==> src/rtl/exe_defs.sv <==
// Shared definitions for the EXE stage: ALU op codes, multiplier FSM encoding
// and the multiplier step count.
package exe_defs;

    localparam logic [3:0] ALUC_ADD  = 4'h0;
    localparam logic [3:0] ALUC_SUB  = 4'h1;
    localparam logic [3:0] ALUC_AND  = 4'h2;
    localparam logic [3:0] ALUC_OR   = 4'h3;
    localparam logic [3:0] ALUC_XOR  = 4'h4;
    localparam logic [3:0] ALUC_NOR  = 4'h5;
    localparam logic [3:0] ALUC_SLT  = 4'h6;
    localparam logic [3:0] ALUC_SLTU = 4'h7;
    localparam logic [3:0] ALUC_SLL  = 4'h8;
    localparam logic [3:0] ALUC_SRL  = 4'h9;
    localparam logic [3:0] ALUC_SRA  = 4'hA;
    localparam logic [3:0] ALUC_LUI  = 4'hB;
    localparam logic [3:0] ALUC_MUL  = 4'hC;

    typedef enum logic [1:0] {
        MUL_IDLE = 2'd0,
        MUL_BUSY = 2'd1,
        MUL_DONE = 2'd2
    } mul_state_e;

    localparam int MUL_STEPS = 32;

endpackage

==> src/rtl/seq_mul.sv <==
// Iterative shift-add multiplier: one load cycle, MUL_STEPS add/shift cycles,
// then one DONE cycle in which product holds the low word of a*b.
module seq_mul import exe_defs::*; #(
    parameter int DATA_W = 32
) (
    input  logic              clk,
    input  logic              rst,
    input  logic              start,
    input  logic [DATA_W-1:0] a,
    input  logic [DATA_W-1:0] b,
    output logic              busy,
    output logic              done,
    output logic [DATA_W-1:0] product
);

    localparam int CNT_W = $clog2(MUL_STEPS);

    mul_state_e        state_q, state_d;
    logic [CNT_W-1:0]  cnt_q, cnt_d;
    logic [DATA_W-1:0] mcand_q, mcand_d;
    logic [DATA_W-1:0] mplier_q, mplier_d;
    logic [DATA_W-1:0] prod_q, prod_d;

    always_ff @(posedge clk or posedge rst) begin
        if (rst) begin
            state_q  <= MUL_IDLE;
            cnt_q    <= '0;
            mcand_q  <= '0;
            mplier_q <= '0;
            prod_q   <= '0;
        end else begin
            state_q  <= state_d;
            cnt_q    <= cnt_d;
            mcand_q  <= mcand_d;
            mplier_q <= mplier_d;
            prod_q   <= prod_d;
        end
    end

    always_comb begin
        state_d  = state_q;
        cnt_d    = cnt_q;
        mcand_d  = mcand_q;
        mplier_d = mplier_q;
        prod_d   = prod_q;
        case (state_q)
            MUL_IDLE: begin
                // start is only honoured here, so DONE cannot relaunch the same MUL
                if (start) begin
                    mcand_d  = a;
                    mplier_d = b;
                    prod_d   = '0;
                    cnt_d    = CNT_W'(MUL_STEPS - 1);
                    state_d  = MUL_BUSY;
                end
            end
            MUL_BUSY: begin
                if (mplier_q[0]) begin
                    prod_d = prod_q + mcand_q;
                end
                mcand_d  = mcand_q << 1;
                mplier_d = mplier_q >> 1;
                cnt_d    = cnt_q - CNT_W'(1);
                if (cnt_q == '0) begin
                    state_d = MUL_DONE;
                end
            end
            MUL_DONE: state_d = MUL_IDLE;
            default:  state_d = MUL_IDLE;
        endcase
    end

    assign busy    = (state_q == MUL_BUSY);
    assign done    = (state_q == MUL_DONE);
    assign product = prod_q;

endmodule

==> src/rtl/exe_stage_mem_reg.sv <==
// MIPS EXE stage (operand select, ALU, destination select, branch resolve)
// followed by the EXE/MEM pipeline register; MUL stalls upstream while it iterates.
module exe_stage_mem_reg import exe_defs::*; #(
    parameter int DATA_W = 32,
    parameter bit MUL_EN = 1'b1
) (
    input  logic              clk,
    input  logic              rst,
    input  logic              ewreg,
    input  logic              em2reg,
    input  logic              ewmem,
    input  logic              eshift,
    input  logic              ealuimm,
    input  logic [3:0]        ealuc,
    input  logic [DATA_W-1:0] ea,
    input  logic [DATA_W-1:0] eb,
    input  logic [DATA_W-1:0] eimm,
    input  logic              e_branch,
    input  logic [DATA_W-1:0] e_pc4,
    input  logic              e_regrt,
    input  logic [4:0]        e_rt,
    input  logic [4:0]        e_rd,
    input  logic [3:0]        EXE_ins_type,
    input  logic [3:0]        EXE_ins_number,
    output logic              ex_stall,
    output logic              branch_taken,
    output logic [DATA_W-1:0] branch_target,
    output logic [4:0]        e_rn,
    output logic              m_wreg,
    output logic              m_m2reg,
    output logic              m_wmem,
    output logic [DATA_W-1:0] m_alu,
    output logic [DATA_W-1:0] m_b,
    output logic [4:0]        m_rn,
    output logic [3:0]        MEM_ins_type,
    output logic [3:0]        MEM_ins_number
);

    logic [DATA_W-1:0] op_a, op_b, alu_res, mul_product;
    logic [4:0]        shamt;
    logic              mul_start, mul_busy, mul_done;

    logic              wreg_q, m2reg_q, wmem_q;
    logic [DATA_W-1:0] alu_q, b_q;
    logic [4:0]        rn_q;
    logic [3:0]        type_q, number_q;

    assign op_a  = eshift ? {{(DATA_W-5){1'b0}}, eimm[10:6]} : ea;
    assign op_b  = ealuimm ? eimm : eb;
    assign shamt = op_a[4:0];
    assign e_rn  = e_regrt ? e_rt : e_rd;

    assign mul_start = MUL_EN && (ealuc == ALUC_MUL);

    seq_mul #(.DATA_W(DATA_W)) u_mul (
        .clk     (clk),
        .rst     (rst),
        .start   (mul_start),
        .a       (op_a),
        .b       (op_b),
        .busy    (mul_busy),
        .done    (mul_done),
        .product (mul_product)
    );

    // In DONE the MUL is still in EXE but its result is ready, so the stall lifts
    assign ex_stall = mul_busy | (mul_start & ~mul_done);

    always_comb begin
        alu_res = '0;
        case (ealuc)
            ALUC_ADD:  alu_res = op_a + op_b;
            ALUC_SUB:  alu_res = op_a - op_b;
            ALUC_AND:  alu_res = op_a & op_b;
            ALUC_OR:   alu_res = op_a | op_b;
            ALUC_XOR:  alu_res = op_a ^ op_b;
            ALUC_NOR:  alu_res = ~(op_a | op_b);
            ALUC_SLT:  alu_res = {{(DATA_W-1){1'b0}}, ($signed(op_a) < $signed(op_b))};
            ALUC_SLTU: alu_res = {{(DATA_W-1){1'b0}}, (op_a < op_b)};
            ALUC_SLL:  alu_res = op_b << shamt;
            ALUC_SRL:  alu_res = op_b >> shamt;
            ALUC_SRA:  alu_res = $unsigned($signed(op_b) >>> shamt);
            ALUC_LUI:  alu_res = {op_b[15:0], 16'h0000};
            ALUC_MUL:  alu_res = MUL_EN ? mul_product : '0;
            default:   alu_res = '0;
        endcase
    end

    assign branch_taken  = e_branch & (ea == eb) & ~ex_stall;
    assign branch_target = e_pc4 + {eimm[DATA_W-3:0], 2'b00};

    always_ff @(posedge clk or posedge rst) begin
        if (rst) begin
            wreg_q   <= 1'b0;
            m2reg_q  <= 1'b0;
            wmem_q   <= 1'b0;
            alu_q    <= '0;
            b_q      <= '0;
            rn_q     <= '0;
            type_q   <= '0;
            number_q <= '0;
        end else if (ex_stall) begin
            // bubble: kill control, keep datapath values
            wreg_q   <= 1'b0;
            m2reg_q  <= 1'b0;
            wmem_q   <= 1'b0;
            rn_q     <= '0;
            type_q   <= '0;
            number_q <= '0;
        end else begin
            wreg_q   <= ewreg;
            m2reg_q  <= em2reg;
            wmem_q   <= ewmem;
            alu_q    <= alu_res;
            b_q      <= eb;
            rn_q     <= e_rn;
            type_q   <= EXE_ins_type;
            number_q <= EXE_ins_number;
        end
    end

    assign m_wreg         = wreg_q;
    assign m_m2reg        = m2reg_q;
    assign m_wmem         = wmem_q;
    assign m_alu          = alu_q;
    assign m_b            = b_q;
    assign m_rn           = rn_q;
    assign MEM_ins_type   = type_q;
    assign MEM_ins_number = number_q;

endmodule
==> config.mk <==
export PLATFORM = sky130hd
export DESIGN_NAME = exe_stage_mem_reg
export DESIGN_NICKNAME = d
export VERILOG_FILES = /design/src/rtl/exe_defs.sv /design/src/rtl/seq_mul.sv /design/src/rtl/exe_stage_mem_reg.sv
export SDC_FILE = /design/constraint.sdc
export NUM_CORES = 1
export LEC_CHECK = 0
export CORE_ASPECT_RATIO = 2
export CORE_MARGIN = 1.5
export CORE_UTILIZATION = 25
export DETAILED_ROUTE_END_ITERATION = 10
export PLACE_DENSITY = 0.52
export SLEW_MARGIN = 5
export SYNTH_ARGS = -nofsm -noshare
export SYNTH_HDL_FRONTEND = slang
export SYNTH_SLANG_ARGS = --single-unit
==> constraint.sdc <==
create_clock -name clk -period 9.1 [get_ports clk]
set_clock_uncertainty 0.15 [all_clocks]
set_input_delay 2.275 -clock clk [delete_from_list [all_inputs] [get_ports clk]]
set_output_delay 2.275 -clock clk [all_outputs]
set_load 0.05 [all_outputs]
==> impl_metrics.toml <==
[outcome]
status = "finished, final reports clean"

[clock_network]
htreeDepth = 4
post_cts_resized = 0
cts_setup_buffers = 0
clock_latency_ns = 0.53
cts.sinks = 183
ctsLongestPathBuffers = 2
cts_tree = "yes"
clk_pin_slew_worst_paths_ns = 0.08
clockRootBuffer = "clkbuf_16"
hold_buffers = 0
cts_buffers = 17

[global_route]
gr-total-overflow = 0
use_met3_pct = 4.15
grtUsageMet1_pct = 26.3
grt_usage_pct = 26.5
grt-busiest-layer = "met2"
grt_pass1_vias = 21543
grt_pass1_wl_um = 155000
grt_max_degree = 125
grt_use_met2_pct = 48.6
antenna_found_initial = 8

[critical_path]
r2r_slack_ns = 4.97
ff2ff_path_depth = 11
rr_startpoint = "u_mul.product[12]"
crit_required_ns = 6.68
rr_endpoint = "u_mul.product[31]"
cp-endpoint = "branch_target[28]"
arrival_ns = 6.20
cp_max_fo = 5
worst_setup_path_start_kind = "input port"
setup.worst_path.class = "in2out"
setup.worst_path.start = "eimm[7]"
endpoint_kind = "primary output"

[floorplanning]
io_pins = 278
fp.dieH_um = 402
die-width_um = 203
core-area_um2 = 79100
die_area_um2 = 81600
initial_core_util_pct = 25.2
num_rows = 146

[timing]
post-route-period-util_pct = 94.8
relSlewSlack_pct = 23.9
tightest_slew_ns = 1.11
fin_tns_setup_ns = 0
setup-violations-final = 0
fin_ws_ns = 0.472
hold_viol = 0
whs_ns = 0.334
period_minus_slack_ns = 8.63
rsz0062_at_grt = "false"
fmax_mhz = 116
maxSlewViolCount = 0

[yosys]
ys.flop_type = "dfrtp_1"
synth_edf_count = 0
synthesis.nets = 2901
syn-instance-count = 2579
syn-mean-instance-area_um2 = 7.73
synth_area_um2 = 19900
ys_seq_elements = 183
synth.distinct_cells = 93
ys_seq_area_share_pct = 23.0
yosys_warnings = 0
async_reset_ff_share_pct = 100

[placement]
post-dp-hpwl_um = 88200
dp_cells = 3801
dpl_worst_slack_ns = 0.492
portBuffers = 273
place_congestion = 1.01
placed_area_um2 = 24100

[route]
via_per_inst = 5.64
num_vias = 21661
finalWirelength_um = 110000
final_antenna_net_count = 0
drtPass1Iterations = 6
drtIter0Drc = 1712
wl_per_cell_um = 28.6
post-route-drc-count = 0

[power]
ir_drop_mv = 0.167
power_density_nw_per_um2 = 265
p_leak_uw = 0.0104

[finish]
final_cell_mix = "nor2_1 (285), clkdlybuf4s50_1 (267), a21oi_1 (264), nand2_1 (251), o21ai_0 (185)"
area_delta_synth_final_pct = 23.9
final_common_cell = "nor2_1"
multiInputGateArea_um2 = 14400
nets = 3106
drive_gt1_share_pct = 8.69
final_cells = 3840
fillers = 8479
regArea_um2 = 4580
stdcell_area_um2 = 24700

[min_path]
min_path_type = "reg2reg"

[flow_run]
max_cap_violations = 0
==> flip-flops by register name (all words and copies together) (netlist names) <==
| name | count |
|---|---|
| u_mul.mplier_q | 32 |
| u_mul.state_q | 2 |
| MEM_ins_type | 4 |
| MEM_ins_number | 4 |
| u_mul.mcand_q | 32 |
| u_mul.product | 32 |
| m_wreg | 1 |
| m_alu | 32 |
| m_wmem | 1 |
| m_m2reg | 1 |
| u_mul.cnt_q | 5 |
| m_b | 32 |
| m_rn | 5 |
==> critical path: stages <==
cell and delay (ns):
clkdlybuf4s50_1 0.55, ha_1 0.29, or4_1 0.53, o22ai_1 0.35, o211ai_1 0.21, a31oi_1 0.35, a21oi_1 0.17, o21a_1 0.21
o21a_1 0.19, nor2_1 0.11, xnor2_1 0.13, clkdlybuf4s50_1 0.83
==> where the power goes <==
part	internal, uW	total (uW)	switching [uW]	leakage [uW]
sequential	1200	1500	297	0.00220
combinational	1510	4180	2670	0.00791
clock	448	862	414	0.000301
total	3160	6540	3380	0.0104
==> Yosys cell counts (12+ instances only) <==
cell	number	area share [%]
nand2_1	252	4.7
a21o_1	45	1.7
a211oi_1	41	1.5
a221o_1	14	0.70
nand3_1	39	0.98
o21a_1	20	0.75
xor2_1	47	2.1
o21bai_1	19	0.72
o211ai_1	39	1.5
o21ai_0	185	4.6
a2111oi_0	18	0.79
ha_1	159	10
nand2b_1	40	1.3
nor2_1	286	5.4
xnor2_1	48	2.1
mux2_2	50	2.8
nor2b_1	35	1.1
dfrtp_1	183	23
clkbuf_1	116	2.2
mux2i_1	114	5.7
a22oi_1	35	1.3
a31oi_1	25	0.78
inv_1	105	2.0
buf_1	13	0.24
nor3_1	49	1.2
o22ai_1	20	0.63
a221oi_1	19	0.83
nor4_1	19	0.60
a21oi_1	265	6.7
o2111ai_1	12	0.53
o31ai_1	13	0.49
buf_2	28	0.70
==> logic make-up after synthesis <==
kind of cell	after synthesis	share of synthesized area, %
AO/OA/AOI/OAI	883	28.7
AND/OR/NAND/NOR	789	17.8
buffers and inverters	284	5.81
flip-flops	183	23.0
multiplexers	181	10.1
adder cells (fa/ha/maj)	164	10.4
XOR/XNOR	95	4.17
==> worst min path at each step <==
stage / startpoint / end / slack (ns) / cells after the start
2_1_floorplan: u_mul.product[31] / u_mul.product[31] / 0.29 / 1
3_3_place_gp: m_alu[20] / m_alu[20] / 0.31 / 2
5_1_grt: m_b[19] / m_b[19] / 0.37 / 1
6_report: m_alu[20] / m_alu[20] / 0.33 / 2
3_5_place_dp: m_alu[20] / m_alu[20] / 0.32 / 2
4_1_cts: m_alu[20] / m_alu[20] / 0.33 / 2
==> final cells by class <==
cell class | instances | area share (%)
Multi-Input combinational cell | 2112 | 58.1
Sequential cell | 183 | 18.5
Timing Repair Buffer | 354 | 13.7
Tap cell | 1036 | 5.25
Inverter | 116 | 1.80
Clock buffer | 18 | 1.78
Clock inverter | 14 | 0.785
Antenna cell | 7 | 0.0709
==> per-stage QoR <==
stage,utilization [%],power [uW]
floorplan,-,4250
global placement,30.4,5650
detailed placement,30.4,5670
CTS,31.2,6570
global route,31.2,6970
finish,31.2,6540
==> per-layer routing <==
metal / wire, um / vias to the layer above
met5: 33 / -
met2: 57100 / 964
met4: 9640 / 4
met1: 37400 / 10518
met3: 5740 / 330
li1: - / 9845
No activity file was read; power rests on OpenSTA's default activity.
